File: src/rtl/param_memory.sv
// Parametrised single-port data memory with a hardware init sequencer that
// writes the power-up pattern one word per clock, registered reads and range checks.
module param_memory #(
    parameter int DATA_WIDTH = 8,
    parameter int ADDR_WIDTH = 8,
    parameter int DEPTH      = 32,
    parameter int INIT_MODE  = 1
) (
    input  logic                  clk,
    input  logic                  reset,
    input  logic [ADDR_WIDTH-1:0] Address,
    input  logic [DATA_WIDTH-1:0] WriteData,
    input  logic                  Write,
    input  logic                  Read,
    input  logic                  Init,
    output logic [DATA_WIDTH-1:0] ReadData,
    output logic                  ReadValid,
    output logic                  AddrError,
    output logic                  Ready
);

    localparam int IDX_W     = $clog2(DEPTH);
    localparam int MEM_WORDS = 1 << IDX_W;
    localparam logic [ADDR_WIDTH-1:0] HALF_A  = ADDR_WIDTH'(DEPTH / 2);
    localparam logic [ADDR_WIDTH-1:0] LAST_A  = ADDR_WIDTH'(DEPTH - 1);
    localparam logic [ADDR_WIDTH:0]   DEPTH_X = (ADDR_WIDTH + 1)'(DEPTH);

    typedef enum logic {
        S_INIT,
        S_IDLE
    } state_e;

    state_e                  state_q, state_d;
    logic [ADDR_WIDTH-1:0]   init_cnt_q, init_cnt_d;
    logic [DATA_WIDTH-1:0]   read_data_q, read_data_d;
    logic                    read_valid_q, read_valid_d;
    logic                    addr_error_q, addr_error_d;
    logic                    ready_q, ready_d;

    logic [DATA_WIDTH-1:0]   mem [MEM_WORDS];
    logic                    mem_we;
    logic [IDX_W-1:0]        mem_waddr;
    logic [DATA_WIDTH-1:0]   mem_wdata;

    logic                    addr_ok;
    logic [ADDR_WIDTH-1:0]   half_idx;
    logic [DATA_WIDTH-1:0]   idx_ext;
    logic [DATA_WIDTH-1:0]   init_word;

    assign addr_ok = {1'b0, Address} < DEPTH_X;

    // Split ramp: lower half counts up, upper half counts down from zero.
    always_comb begin
        half_idx = init_cnt_q - HALF_A;
        idx_ext  = DATA_WIDTH'(half_idx);
        if (INIT_MODE == 0) begin
            init_word = '0;
        end else if (init_cnt_q < HALF_A) begin
            init_word = DATA_WIDTH'(init_cnt_q);
        end else begin
            init_word = (~idx_ext) + DATA_WIDTH'(1);
        end
    end

    // NOTE: every variable written here gets a default first, so no latch is inferred.
    always_comb begin
        state_d      = state_q;
        init_cnt_d   = init_cnt_q;
        read_data_d  = read_data_q;
        read_valid_d = 1'b0;
        addr_error_d = 1'b0;
        ready_d      = ready_q;
        mem_we       = 1'b0;
        mem_waddr    = Address[IDX_W-1:0];
        mem_wdata    = WriteData;

        unique case (state_q)
            S_INIT: begin
                mem_we     = 1'b1;
                mem_waddr  = init_cnt_q[IDX_W-1:0];
                mem_wdata  = init_word;
                init_cnt_d = init_cnt_q + ADDR_WIDTH'(1);
                if (init_cnt_q == LAST_A) begin
                    state_d = S_IDLE;
                    ready_d = 1'b1;
                end
            end
            S_IDLE: begin
                if (Init) begin
                    state_d    = S_INIT;
                    init_cnt_d = '0;
                    ready_d    = 1'b0;
                end else if (Write) begin
                    mem_we       = addr_ok;
                    addr_error_d = !addr_ok;
                end else if (Read) begin
                    if (addr_ok) begin
                        read_data_d  = mem[Address[IDX_W-1:0]];
                        read_valid_d = 1'b1;
                    end else begin
                        addr_error_d = 1'b1;
                    end
                end
            end
            default: state_d = S_INIT;
        endcase
    end

    // NOTE: state uses non-blocking assignments so every flop samples pre-edge values.
    always_ff @(posedge clk) begin
        if (reset) begin
            state_q      <= S_INIT;
            init_cnt_q   <= '0;
            read_data_q  <= '0;
            read_valid_q <= 1'b0;
            addr_error_q <= 1'b0;
            ready_q      <= 1'b0;
        end else begin
            state_q      <= state_d;
            init_cnt_q   <= init_cnt_d;
            read_data_q  <= read_data_d;
            read_valid_q <= read_valid_d;
            addr_error_q <= addr_error_d;
            ready_q      <= ready_d;
        end
    end

    // NOTE: the array has no reset branch; the sequencer fills it after every reset.
    always_ff @(posedge clk) begin
        if (!reset && mem_we) begin
            mem[mem_waddr] <= mem_wdata;
        end
    end

    assign ReadData  = read_data_q;
    assign ReadValid = read_valid_q;
    assign AddrError = addr_error_q;
    assign Ready     = ready_q;

endmodule

File: config.mk
export PLATFORM = sky130hd
export DESIGN_NAME = param_memory
export DESIGN_NICKNAME = d
export VERILOG_FILES = /design/src/rtl/param_memory.sv
export SDC_FILE = /design/constraint.sdc
export NUM_CORES = 1
export LEC_CHECK = 0
export BUFFER_PORTS_ARGS = -buffer_cell sky130_fd_sc_hd__buf_2
export CAP_MARGIN = 20
export CORE_MARGIN = 2
export CORE_UTILIZATION = 45
export DETAILED_ROUTE_END_ITERATION = 6
export GPL_TIMING_DRIVEN = 0
export PLACE_DENSITY_LB_ADDON = 0.12
export REMOVE_ABC_BUFFERS = 1
export SLEW_MARGIN = 10
export SYNTH_ARGS = -nofsm -noshare
export SYNTH_HDL_FRONTEND = slang
export SYNTH_SLANG_ARGS = --single-unit
File: constraint.sdc
create_clock -name clk -period 3.45 [get_ports clk]
set_clock_uncertainty 0.2 [all_clocks]
set_input_delay 0.69 -clock clk [delete_from_list [all_inputs] [get_ports clk]]
set_output_delay 0.69 -clock clk [all_outputs]
set_load 0.01 [all_outputs]
Yosys cells after proc, flatten, opt, wreduce, memory -nomap -nowiden
Memory sizes are Yosys's and may differ from the RTL's. A register that Yosys moved wholly into a read port is not among the register bits. Cells that the tools add are included.

$add $sub $neg: 3. $lt $le $gt $ge: 2. Equality and inequality tests: 3. Muxes and demuxes: 20. Bitwise gates (word level): 5. Reduce and logical (&&, ||, !) cells: 7.

Operator list (count): $mux 8 (3); $add 8x1->8 const B (2); $pmux 8 s2 (1); $mux 1 (12); $eq 8x5->1 const B (1); $lt 8x5->1 const B (1); $lt 8x6->1 const B (1); $not 8->8 (1); $sub 8x5->8 const B (1); $pmux 1 s2 (3); $mux 5 (1); $reduce_and 5->1 (1); $reduce_or 5->1 (1); $ne 2x2->1 const B (2); $not 1->1 (4); $reduce_or 3->1 (1); $logic_not 1->1 (2); $reduce_and 2->1 (1); $logic_and 1x1->1 (1).

Register bits: 12. RAM bits: 256. Bits of input ports: 21. Output and inout bits: 11. Word-level logic and storage cells: 46. Memories kept: 1.

Memories: mem (depth 32, width 8, read ports 1, clocked after memory_dff 1, write ports 1, RTL line 40) `logic [DATA_WIDTH-1:0] mem [MEM_WORDS];`.

Depth between registers and ports, before layout
Gate-level depths: netlist of the first run.

Word-level depth: 7. Depth in mapped cells: 8. Mapped depth without buffers: 7.

Least setup slack after synthesis of the first run
Ideal clock, no wire load.

Path kind: register -> register. Start point: register init_cnt_q[0]. End point: memory mem[0][6], data pin. Library setup time: 0.454 ns. Arrival: 2.609 ns. Required time: 2.796 ns. Slack: 0.187 ns. Cell stages (with the launch flop): 8. Buffers on the path: 0. Period minus slack after synthesis: 3.263 ns. Path through: dfxtp_1 > inv_1 > ha_1 > nor4bb_1 > nand3_1 > o21ai_0 > o21ai_0 > o21ai_0.

Word-level cells in the longest chain between the ends: 5. Elaborated cells between the ends (all ways): 6. Those cells by class: add/sub (2); order compare (1); mux (2); bitwise (1).

RTL lines: start: declaration (RTL line 34) `logic [ADDR_WIDTH-1:0] init_cnt_q, init_cnt_d;`; start signal: assignment (RTL line 120) `init_cnt_q <= init_cnt_d;`; $sub 8x5->8 (RTL line 54) `half_idx = init_cnt_q - HALF_A;`; $not 8->8 (RTL line 61) `init_word = (~idx_ext) + DATA_WIDTH'(1);`; $add 8x1->8 (RTL line 61); $mux 8 (*) (RTL line 58) `end else if (init_cnt_q < HALF_A) begin`; $mux 8 (*) (RTL line 77) `unique case (state_q)`; named net mem_wdata[6] (RTL line 43) `logic [DATA_WIDTH-1:0] mem_wdata;`; end: declaration (RTL line 40).

Mark *: on every way through the listed nets, which the timed path passes. The rest lies on a longest branch.

Worst setup path in the final report of the first run
Start point: register state_q. End point: memory mem[6][3], enable pin.

Word-level cells in the longest chain between the ends: 5. Elaborated cells between the ends (all ways): 6. Those cells by class: mux (4); bitwise (1); reduce/logical (1).

RTL lines: start: declaration (RTL line 33) `state_e state_q, state_d;`; start signal: assignment (RTL line 119) `state_q <= state_d;`; $not 1->1 (no line); $pmux 1 s2 (RTL line 77); $logic_and 1x1->1 (RTL line 130) `if (!reset && mem_we) begin`; $mux 1 (RTL line 130); $mux 1 (not written as such) (RTL line 131) `mem[mem_waddr] <= mem_wdata;`.

Parallel ways exist; a longest one is shown, timed or not.

==> results_dict.tcl, run 1 <==
set metrics [dict create \
    die_h_um 163 \
    rrSetupSlack_ps 3 \
    setup_violations 0 \
    critical-path-max-stage-delay_ps 730 \
    cts_inserted_buffers 28 \
    dp_hpwl_um 16000 \
    synth_edf_count 256 \
    crit_chain "buf_16, mux2i_1, a2111oi_0, nand2_1, nor2_1" \
    seq_area_frac_synth_pct 71.3 \
    wl_per_cell_um 22.6 \
    max-cap-violations 0 \
    vias 6268 \
    place_inst 1061 \
    firstDrtPassIters 5 \
    finalCritPeriodShare_pct 99.9 \
    path_clk_slew_ps 60 \
    overflow 0 \
    grt_max_degree 73 \
    dieArea_um2 26500 \
    yosys.area.top_type "edfxtp_1" \
    synth_top_area_share_pct 67.8 \
    worst-path-stages 5 \
    drive_gt1_share_pct 13.5 \
    area_growth_syn_to_layout_pct 12.8 \
    routed_wl_um 25200 \
    worst_r2r_endpoint "mem[6][3]" \
    initial_core_util_pct 45.4 \
    dp_slack_ps -544 \
    rsz0062_at_grt "true" \
    synth_cell_types 45 \
    worst_pin_slew_ps 987 \
    hold_violations 0 \
    cp-endpoint "mem[6][3]" \
    hp-class "reg -> reg" \
    insertion_delay_ps 540 \
    grt_pass1_vias 6476 \
    first_iter_violations 491 \
    power_density_nw_per_um2 530 \
    vias_per_cell 5.62 \
    syn_area_um2 11300 \
    dpl_cell_area_um2 11900 \
    synthCells 736 \
    crit_fanout 27 \
    fin_tns_setup_ps 0 \
    htree_num_levels 1 \
    antenna_found_initial 3 \
    ys_async_sr_fraction_pct 0 \
    multiInputGateArea_um2 3050 \
    io_pins 32 \
    r2r-start "state_q" \
    peakVddDrop_uv 323 \
    coreArea_um2 25000 \
    cts_setup_buffers 0 \
    final_net_count 788 \
    regArea_um2 8090 \
    cts-root-buf "clkbuf_16" \
    synth_area_leaders "edfxtp_1 (68%), mux2i_1 (11%), a22oi_1 (4.2%), dfxtp_1 (3.5%), nor2_1 (1.8%)" \
    gp_congestion 0.893 \
    path_class "reg -> reg" \
    rows 58 \
    grt_pass1_wl_um 38600 \
    cts_buffer_depth 3 \
    arrival_ps 3410 \
    avgSynthCellArea_um2 15.4 \
    finalInstanceArea_um2 12800 \
    synthFlopType "edfxtp_1" \
    grt_use_total_pct 19.5 \
    fill_cells 2125 \
    fmax_mhz 290 \
    yosysWarnings 0 \
    cp.required_ps 3410 \
    ys_ff_latch 276 \
    reg2regPathDepth 5 \
    dieWidth_um 163 \
    fin_cells 1115 \
    end_kind "flop" \
    slew_viol_final 0 \
    critPathBufInv 1 \
    crit_path_start_kind "flop" \
    port_buffers 31 \
    timing.slew.headroom_pct 34.0 \
    worst_slack_ps 3.23 \
    ant_nets 0 \
    status "finished clean" \
    drc 0 \
    crit_family "simple AND/OR/NAND/NOR gates" \
    cts_sinks 276 \
    fin_crit_ps 3450 \
    leakagePower_nw 4.48 \
    tritoncts "done" \
    slowest_stage "nor2_1" \
    worstSetupStartpoint "state_q" \
]
## how the worst min path moves through the flow
stage	startpoint	to	slack, ps	cells after the start
after floorplan	Ready	Ready	270	2
after global placement	Ready	Ready	250	2
after detailed placement	Ready	Ready	250	2
after CTS	Ready	Ready	260	2
after global routing	Ready	Ready	290	2
final	Ready	Ready	260	2
## cells by family (layout without fill, tap and decap cells)
logic type      Yosys count  in the layout  synth area share, %
mux                     134            134                 11.9
simple gates            127            127                 5.24
compound gates          134            134                 7.89
buf+inv                  53            101                 2.61
other cells               0              1                    0
fa+ha+maj                 5              5                0.551
xor+xnor                  7              7                0.540
flops                   276            276                 71.3
## synthesized netlist by cell type, drive strengths merged, types with 5 or more instances
library cell	instances
edfxtp	256
mux2i	129
a22oi	64
nor2	54
a21oi	39
nand2	34
clkbuf	25
dfxtp	20
buf	19
a211oi	11
inv	9
o21ai	8
or4	8
nor2b	6
xnor2	6
ha	5
mux2	5
## cell usage in the layout, fill, tap and decap left out, types with 6 or more instances in the layout
cell and count:
clkinv_2 9, clkbuf_1 8, nand2_1 34, a21oi_1 39, clkbuf_16 29, a211oi_1 11, a22oi_1 64, inv_1 9
xnor2_1 6, dfxtp_1 20, edfxtp_1 256, nor2_1 42, buf_2 30, or4_1 8, nor2_2 10, mux2i_1 129
## cell type report
class / count / area share (%)
flip-flops and latches: 276 / 63.2
repair buffers: 40 / 2.87
multi-input cells: 407 / 23.8
clock buffers: 39 / 6.12
well taps: 330 / 3.23
diodes: 1 / 0.0196
inverters: 9 / 0.264
clock inverters: 13 / 0.499
## where the power goes
part / internal (mW) / leakage [nW] / switching [mW] / total (mW)
combinational: 0.121 / 1.53 / 0.217 / 0.339
sequential: 3.66 / 2.54 / 0.0112 / 3.67
clock: 1.58 / 0.421 / 1.19 / 2.77
total: 5.36 / 4.48 / 1.42 / 6.78
## sequential cells by signal, summed over array words and instances, names as in the netlist
register	cells
ReadValid	1
ReadData	8
state_q	1
AddrError	1
init_cnt_q	8
Ready	1
mem	256
## metrics by stage
stage	total power, mW	hold slack, ps	utilization [%]
after floorplan	3.91	274	-
after global placement	4.07	247	46.7
after detailed placement	4.08	249	47.6
after CTS	6.83	261	51.1
after global routing	7.01	285	51.3
final	6.78	263	51.3
## timing repair
action,4_1_cts,5_1_grt
endpoints found under the setup margin,24,104
hold buffers,0,0
resized for setup,4,8
## worst reg2reg max path, cell delays in order, from the launching register on
cell and delay, ps:
dfxtp_1 700, buf_16 240, mux2i_1 100, a2111oi_0 610, nand2_1 490, nor2_1 730
## routing by layer
metal / track usage, % / up-vias / part of all wire, %
met2: 33.6 / 151 / 50
met3: 3.28 / 35 / 6.0
met4: 4.14 / 2 / 1.3
li1: - / 2913 / -
met5: 0 / - / 0.052
met1: 26.1 / 3167 / 43
(Power assumes the default switching activity.)
==> run 2: changes to the inputs <==
Clock period 3.45 ns to 4.5 ns, I/O delays scaled along.
==> run 2 against run 1 <==
  * Utilization decreased by 0.14 points
  * Sequential share of layout area increased by 0.17 points
  * Sequential power decreased by 23%
  * First-iteration DRC count increased by 1.0%
  * Hold slack improved by 0.69 ps
==> results_dict.tcl, run 2 (synthesis results as in run 1) <==
set metrics [dict create \
    status "finished clean" \
    fmax_mhz 265 \
    cts_inserted_buffers 28 \
    setup_violations 0 \
    final_common_cell "edfxtp_1" \
    peakVddDrop_uv 251 \
    wl_per_cell_um 22.6 \
    rows 58 \
    grt_pass1_wl_um 38600 \
    final_net_count 788 \
    first_iter_violations 496 \
    vias_per_cell 5.64 \
    drive_gt1_share_pct 12.1 \
    overflow 0 \
    rsz0062_at_grt "false" \
    htree_num_levels 1 \
    firstDrtPassIters 5 \
    grt_pass1_vias 6476 \
    initial_core_util_pct 45.4 \
    die_h_um 163 \
    clockPowerShare_pct 40.9 \
    path_clk_slew_ps 60 \
    cts.repair.resized 0 \
    vias 6286 \
    cp.required_ps 4450 \
    finalCritPeriodShare_pct 83.7 \
    cts_setup_buffers 0 \
    cts_buffer_depth 3 \
    largest_reg_flops 256 \
    fin_crit_ps 3770 \
    hold_violations 0 \
    dpl_cell_area_um2 11900 \
    grt_use_total_pct 19.5 \
    dp_slack_ps 296 \
    routed_wl_um 25200 \
    place_inst 1061 \
    max-cap-violations 0 \
    diodes 0 \
    final_cell_mix "edfxtp_1 (256), mux2i_1 (129), a22oi_1 (64)" \
    cts_sinks 276 \
    area_growth_syn_to_layout_pct 12.5 \
    crit_fanout 8 \
    leakagePower_nw 4.49 \
    arrival_ps 3720 \
    seqPwrFrac_pct 54.1 \
    cts-root-buf "clkbuf_16" \
    grt_max_degree 73 \
    crit_path_start_kind "input port" \
    power_density_nw_per_um2 407 \
    worst_slack_ps 731 \
    cts_hold_buf 0 \
    path_class "in -> reg" \
    antenna_found_initial 3 \
    coreArea_um2 25000 \
    port_buffers 31 \
    dp_hpwl_um 16000 \
    gp_congestion 0.893 \
    internal_power_mw 4.11 \
    hp-class "reg -> reg" \
    tritoncts "done" \
    combPwrFrac_pct 5.0 \
    fill_cells 2130 \
    fin_cells 1114 \
    dieArea_um2 26500 \
    slew_viol_final 0 \
    rrSetupSlack_ps 790 \
    end_kind "flop" \
    io_pins 32 \
    p_sw_share_pct 21.0 \
    regMostFlops "mem" \
    dieWidth_um 163 \
    timing.slew.headroom_pct 29.9 \
    power_switching_mw 1.09 \
    ant_nets 0 \
    insertion_delay_ps 540 \
    finalInstanceArea_um2 12800 \
    worst_pin_slew_ps 1050 \
    drc 0 \
]
[run 2: worst paths after layout]
| check | start | endpoint | depth (start not counted) |
|---|---|---|---|
| worst max register to register | state_q | mem[30][3] | 5 |
| worst max-delay path | Address[7] | mem[30][3] | 5 |
| worst min register to register | Ready | Ready | 2 |
| worst min-delay path | Ready | Ready | 2 |
[run 2: routing by layer]
layer / up-vias / global-route usage [%] / wire length (µm)
met2: 160 / 33.6 / 12400
met1: 3167 / 26.1 / 11100
li1: 2915 / - / -
met4: 4 / 4.14 / 371
met5: - / 0 / 27
met3: 40 / 3.28 / 1290
[run 2: final cells by class]
type | instances | area [µm²] | share of cell area [%]
multi-input combinational | 407 | 3010 | 23.6
tap | 330 | 413 | 3.23
clock buffer | 39 | 783 | 6.14
timing repair buffer | 40 | 368 | 2.88
inverter | 9 | 33.8 | 0.265
sequential | 276 | 8090 | 63.4
clock inverter | 13 | 63.8 | 0.500
[run 2: through the flow]
step / total power, mW / TNS [ps] / util, % / hold WS (ps)
finish: 5.20 / 0 / 51.1 / 264
global route: 5.37 / 0 / 51.1 / 285
CTS: 5.23 / 0 / 51.0 / 261
detailed placement: 3.13 / 0 / 47.6 / 249
global placement: 3.12 / -329330 / 46.7 / 247
floorplan: 3.00 / 0 / - / 274
[run 2: critical path, stage by stage]
cell and delay [ps]:
buf_2 110, or4b_1 560, a2111oi_0 720, nand2_1 490, nor2_1 930
[run 2: power groups by stage]
stage / Sequential, mW / Clock (mW) / Combinational [mW]
floorplan: 2.87 / 0 / 0.131
global placement: 2.87 / 0 / 0.253
detailed placement: 2.87 / 0 / 0.261
CTS: 2.81 / 2.16 / 0.261
global route: 2.81 / 2.28 / 0.280
finish: 2.81 / 2.13 / 0.259
